File: config.mk
export PLATFORM = sky130hd
export DESIGN_NAME = updown_counter_param
export DESIGN_NICKNAME = d
export VERILOG_FILES = /design/src/rtl/counter_pkg.sv /design/src/rtl/counter_next_value.sv /design/src/rtl/updown_counter_param.sv
export SDC_FILE = /design/constraint.sdc
export NUM_CORES = 1
export LEC_CHECK = 0
export CAP_MARGIN = 15
export CORE_AREA = 2 2 39 41
export CTS_BUF_LIST = sky130_fd_sc_hd__clkbuf_16
export DETAILED_ROUTE_END_ITERATION = 16
export DIE_AREA = 0 0 41 43
export PLACE_DENSITY = 0.7
export SYNTH_ARGS = -nofsm -noshare
export SYNTH_HDL_FRONTEND = slang
export SYNTH_SLANG_ARGS = --single-unit
File: constraint.sdc
create_clock -name clock -period 5.4 [get_ports clock]
set_input_delay 1.62 -clock clock [delete_from_list [all_inputs] [get_ports clock]]
set_output_delay 1.62 -clock clock [all_outputs]
set_load 0.005 [all_outputs]
File: src/rtl/counter_pkg.sv
// Shared definitions for the counter family: direction encoding, default sizing and
// helpers used to size and check counter ranges at elaboration time.
package counter_pkg;

  typedef enum logic {
    UP   = 1'b0,
    DOWN = 1'b1
  } count_dir_e;

  // Modulus of a counter that uses every code of a given width.
  function automatic longint unsigned full_modulus(input int unsigned width);
    return 64'd1 << width;
  endfunction

  // Number of bits needed to hold the largest count value, MODULUS-1.
  function automatic int unsigned value_width(input longint unsigned modulus);
    longint unsigned max_val;
    int unsigned     w;
    max_val = modulus - 64'd1;
    w       = 1;
    for (int b = 1; b < 64; b++) begin
      if ((max_val >> b) != 64'd0) begin
        w = b + 1;
      end
    end
    return w;
  endfunction

  localparam int unsigned     DEFAULT_WIDTH   = 4;
  localparam longint unsigned DEFAULT_MODULUS = full_modulus(DEFAULT_WIDTH);

endpackage

File: src/rtl/counter_next_value.sv
// Combinational next-count logic: computes the stepped value, range-end detection and
// the cascade terminal-count strobe for an up/down counter of arbitrary modulus.
module counter_next_value
  import counter_pkg::*;
#(
  parameter int              WIDTH   = DEFAULT_WIDTH,
  parameter longint unsigned MODULUS = full_modulus(WIDTH)
) (
  input  logic [WIDTH-1:0] a,
  input  logic             down,
  input  logic             saturate,
  input  logic             enable,
  input  logic             step,
  output logic [WIDTH-1:0] next_a,
  output logic             range_end_hit,
  output logic             output_carry
);

  localparam longint unsigned MAX_VAL = MODULUS - 64'd1;
  localparam logic [WIDTH:0]  MOD_EXT = MODULUS[WIDTH:0];
  localparam logic [WIDTH-1:0] MAX_A  = MAX_VAL[WIDTH-1:0];

  count_dir_e     dir;
  logic [WIDTH:0] a_ext;
  logic [WIDTH:0] sum_ext;
  logic [WIDTH:0] diff_ext;
  logic           at_end;

  assign dir      = down ? DOWN : UP;
  assign a_ext    = {1'b0, a};
  assign sum_ext  = a_ext + {{WIDTH{1'b0}}, 1'b1};
  assign diff_ext = a_ext - {{WIDTH{1'b0}}, 1'b1};

  // One extra bit keeps the top-end compare exact even when MODULUS == 2**WIDTH,
  // and the borrow out of the subtraction marks the bottom end.
  always_comb begin
    at_end = 1'b0;
    next_a = a;
    if (dir == UP) begin
      at_end = (sum_ext == MOD_EXT);
      if (!at_end) begin
        next_a = sum_ext[WIDTH-1:0];
      end else if (!saturate) begin
        next_a = '0;
      end
    end else begin
      at_end = diff_ext[WIDTH];
      if (!at_end) begin
        next_a = diff_ext[WIDTH-1:0];
      end else if (!saturate) begin
        next_a = MAX_A;
      end
    end
  end

  assign output_carry  = enable & at_end;
  assign range_end_hit = step & at_end;

endmodule

File: src/rtl/updown_counter_param.sv
// Parametrised up/down modulo counter with parallel load clamp, wrap/saturate modes,
// cascade carry and a sticky overflow flag.
module updown_counter_param
  import counter_pkg::*;
#(
  parameter int              WIDTH   = DEFAULT_WIDTH,
  parameter longint unsigned MODULUS = full_modulus(WIDTH)
) (
  input  logic             clock,
  input  logic             clear,
  input  logic             sync_clear,
  input  logic             load,
  input  logic             increment,
  input  logic             carry_in,
  input  logic             down,
  input  logic             saturate,
  input  logic [WIDTH-1:0] I,
  output logic [WIDTH-1:0] A,
  output logic             output_carry,
  output logic             overflow,
  output logic             load_err
);

  localparam longint unsigned MAX_VAL = MODULUS - 64'd1;
  localparam logic [WIDTH:0]  MOD_EXT = MODULUS[WIDTH:0];
  localparam logic [WIDTH-1:0] MAX_A  = MAX_VAL[WIDTH-1:0];
  localparam int unsigned     VALUE_W = value_width(MODULUS);

  // Refuse to elaborate an impossible configuration rather than build a broken counter.
  if (WIDTH < 2 || WIDTH > 32) begin : g_bad_width
    $error("updown_counter_param: WIDTH must be in 2..32");
  end
  if (MODULUS < 64'd2 || MODULUS > full_modulus(WIDTH) || VALUE_W > WIDTH) begin : g_bad_modulus
    $error("updown_counter_param: MODULUS must be in 2..2**WIDTH");
  end

  logic [WIDTH-1:0] a_reg;
  logic [WIDTH-1:0] a_next;
  logic             overflow_reg;
  logic             overflow_next;
  logic             load_err_reg;
  logic             load_err_next;

  logic             count_enable;
  logic             step;
  logic             load_clamp;
  logic [WIDTH-1:0] counted_a;
  logic             range_end_hit;

  assign count_enable = increment & carry_in;
  assign step         = count_enable & ~load & ~sync_clear;
  assign load_clamp   = ({1'b0, I} >= MOD_EXT);

  counter_next_value #(
    .WIDTH   (WIDTH),
    .MODULUS (MODULUS)
  ) u_next_value (
    .a             (a_reg),
    .down          (down),
    .saturate      (saturate),
    .enable        (count_enable),
    .step          (step),
    .next_a        (counted_a),
    .range_end_hit (range_end_hit),
    .output_carry  (output_carry)
  );

  // Edge priority: sync_clear, then load, then a count step, otherwise hold.
  always_comb begin
    a_next        = a_reg;
    overflow_next = overflow_reg;
    load_err_next = 1'b0;
    if (sync_clear) begin
      a_next        = '0;
      overflow_next = 1'b0;
    end else if (load) begin
      if (load_clamp) begin
        a_next        = MAX_A;
        load_err_next = 1'b1;
      end else begin
        a_next = I;
      end
    end else if (step) begin
      a_next = counted_a;
      if (range_end_hit) begin
        overflow_next = 1'b1;
      end
    end
  end

  always_ff @(posedge clock or posedge clear) begin
    if (clear) begin
      a_reg        <= '0;
      overflow_reg <= 1'b0;
      load_err_reg <= 1'b0;
    end else begin
      a_reg        <= a_next;
      overflow_reg <= overflow_next;
      load_err_reg <= load_err_next;
    end
  end

  assign A        = a_reg;
  assign overflow = overflow_reg;
  assign load_err = load_err_reg;

endmodule

==> results.sh <==
export IMPL_crit_top_cell="clkdlybuf4s50_1"
export IMPL_ir_drop_uv=358
export IMPL_antenna_found_initial=0
export IMPL_p_clk_share_pct=57.7
export IMPL_finalCriticalPeriod_ns=4.88
export IMPL_avgSynthCellArea_um2=8.27
export IMPL_gr_usage_all_layers_pct=14.8
export IMPL_cts_hold_buf=0
export IMPL_p_leak_nw=0.317
export IMPL_cts_root_buf="clkbuf_16"
export IMPL_area_growth_pct=47.1
export IMPL_ys_types=31
export IMPL_hold_viol=0
export IMPL_ctsResizeCount=0
export IMPL_worstHoldStart="overflow"
export IMPL_synth_area_um2=504
export IMPL_post_cts_buffers=0
export IMPL_slew_viol_final=0
export IMPL_swShare_pct=21.7
export IMPL_final_cells=94
export IMPL_drive_gt1_share_pct=11.5
export IMPL_std_cell_rows=14
export IMPL_dp_hpwl_um=873
export IMPL_fin_tns_setup_ns=0
export IMPL_crit_path_max_fanout=8
export IMPL_ys_warn_count=0
export IMPL_syn_nets=75
export IMPL_r2r_end="A[1]"
export IMPL_nFillCells=138
export IMPL_cp_top_family="buffers and inverters"
export IMPL_p_per_area_mw_per_mm2=274
export IMPL_regArea_um2=125
export IMPL_fin_nets=93
export IMPL_yosysSeqAreaShare_pct=24.8
export IMPL_pwr_share_comb_pct=20.2
export IMPL_portBuffers=17
export IMPL_r2r_slack_ns=3.44
export IMPL_dpl_cell_count=90
export IMPL_clk_insertion_delay_late_ns=0.22
export IMPL_clock_path_buffers=2
export IMPL_grt_max_degree=12
export IMPL_status="completed"
export IMPL_cp_cell_sequence="clkdlybuf4s50_1 -> and3b_4 -> a21oi_4 -> nor2_1 -> clkdlybuf4s50_1"
export IMPL_cp_num_buf_inv=2
export IMPL_fp_dieH_um=43
export IMPL_num_vias=487
export IMPL_hold_path_class="reg -> reg"
export IMPL_routed_wirelength_um=1100
export IMPL_multi_input_area_um2=318
export IMPL_htree_levels=1
export IMPL_arrival_ns=3.26
export IMPL_core_area_mm2=0.00138
export IMPL_cpMaxStageDelayCell="clkdlybuf4s50_1"
export IMPL_io_pins=19
export IMPL_dr_pass1_iters=4
export IMPL_p_switching_mw=0.0443
export IMPL_cp_end_kind="primary output"
export IMPL_r2r_start="A[0]"
export IMPL_start_util_pct=36.4
export IMPL_worstPathRequired_ns=3.78
export IMPL_grt_pass1_vias=433
export IMPL_final_cell_mix="17 x clkdlybuf4s50_1, 9 x inv_1, 8 x nor2_1, 5 x dfrtp_1, 4 x o21ai_0"
export IMPL_largest_register_ffs=4
export IMPL_setup_violations_final=0
export IMPL_ys_ff_latch=5
export IMPL_finClkSkew_ns=0.00296
export IMPL_rsz0062_at_grt="false"
export IMPL_synthFlopType="dfrtp_1"
export IMPL_gp_congestion=0.767
export IMPL_drt_initial_drc_count=10
export IMPL_min_to="overflow"
export IMPL_syn_inst=61
export IMPL_die_area_mm2=0.00176
export IMPL_fmax_mhz=205
export IMPL_power_frac_seq_pct=22.2
export IMPL_start_kind="input pin"
export IMPL_grt_remaining_overflow=0
export IMPL_drc=0
export IMPL_dieWidth_um=41
export IMPL_min_period_over_period_pct=90.3
export IMPL_holdWs_ns=0.539
export IMPL_post_drt_wl_per_cell_um=11.7
export IMPL_cts_buffers=3
export IMPL_antenna_cells=0
export IMPL_grt_pass1_wl_um=1750
export IMPL_clk_pin_slew_ns=0.03
export IMPL_p_int_mw=0.159
export IMPL_drv_cap=0
export IMPL_cpPeakStageDelay_ns=0.54
export IMPL_r2r_cells=7
export IMPL_synth_enable_flop_cells=0
export IMPL_viasPerCell=5.18
export IMPL_final_common_cell="clkdlybuf4s50_1"
export IMPL_hold_depth=2
export IMPL_async_reset_ff_share_pct=100
export IMPL_antenna_left=0
export IMPL_cts_tree="built"
export IMPL_clock_sinks=5
export IMPL_setup_worst_path_class="in -> out"
-- worst max path at each step --
| stage | slack [ns] | start | cells after the start | to |
|---|---|---|---|---|
| 6_report | 0.52 | down | 5 | output_carry |
| 5_1_grt | 0.45 | down | 5 | output_carry |
| 4_1_cts | 0.51 | down | 5 | output_carry |
| 3_5_place_dp | 0.52 | down | 5 | output_carry |
| 3_3_place_gp | 0.55 | down | 5 | output_carry |
| 2_1_floorplan | 1.52 | down | 4 | output_carry |
-- worst min-delay path, delay by kind of cell (launching register included) --
| family | cells | cell delay (ns) |
|---|---|---|
| flops | 1 | 0.35 |
| simple gates | 1 | 0.10 |
| compound gates | 1 | 0.05 |
-- stage by stage --
stage | util, % | power (mW) | cell area, µm² | setup slack, ns
2_1_floorplan | - | 0.0698 | 504 | 1.52
5_1_grt | 53.6 | 0.214 | 742 | 0.447
4_1_cts | 53.6 | 0.205 | 742 | 0.508
3_5_place_dp | 47.9 | 0.0864 | 663 | 0.517
3_3_place_gp | 47.9 | 0.0861 | 663 | 0.550
6_report | 53.6 | 0.204 | 742 | 0.522
-- power by group through the flow --
stage / clock, mW / sequential (mW) / combinational [mW]
floorplan: 0 / 0.0431 / 0.0267
global placement: 0 / 0.0455 / 0.0406
detailed placement: 0 / 0.0456 / 0.0408
CTS: 0.119 / 0.0451 / 0.0412
global route: 0.123 / 0.0457 / 0.0453
finish: 0.117 / 0.0452 / 0.0410
-- area by class of cell --
type,count,area share [%]
Clock buffer,3,10.1
Clock inverter,1,0.506
Inverter,8,4.05
Multi-Input combinational cell,44,42.8
Sequential cell,5,16.9
Tap cell,16,2.70
Timing Repair Buffer,17,22.9
-- logic make-up (layout without fill, tap and decap cells) --
logic type / Yosys count / after routing / share of synthesized area (%)
AO/OA/AOI/OAI: 19 / 19 / 29.3
XOR/XNOR: 2 / 2 / 3.47
adder cells (fa/ha/maj): 2 / 2 / 4.96
buffers and inverters: 12 / 29 / 12.2
flip-flops: 5 / 5 / 24.8
multiplexers: 2 / 2 / 4.96
other: 1 / 1 / 0.744
AND/OR/NAND/NOR: 18 / 18 / 19.6
-- cell usage after synthesis, drive strengths merged (2+ instances only) --
cell type / count / area share, %
a211oi: 4 / 6.9
a21oi: 4 / 6.2
buf: 3 / 5.2
dfrtp: 5 / 25
ha: 2 / 5.0
inv: 8 / 6.0
nand2: 3 / 2.2
nand3: 2 / 2.0
nor2: 8 / 6.0
o21ai: 4 / 4.0
-- routing by layer --
metal  part of all wire [%]  vias to the layer above  global-route usage (%)
li1                       -                      248                       -
met1                     47                      220                    18.7
met2                     47                       17                    22.5
met3                    4.8                        2                    4.71
met4                   0.91                        0                    6.00
met5                      0                        -                       0
(Power assumes the default switching activity.)
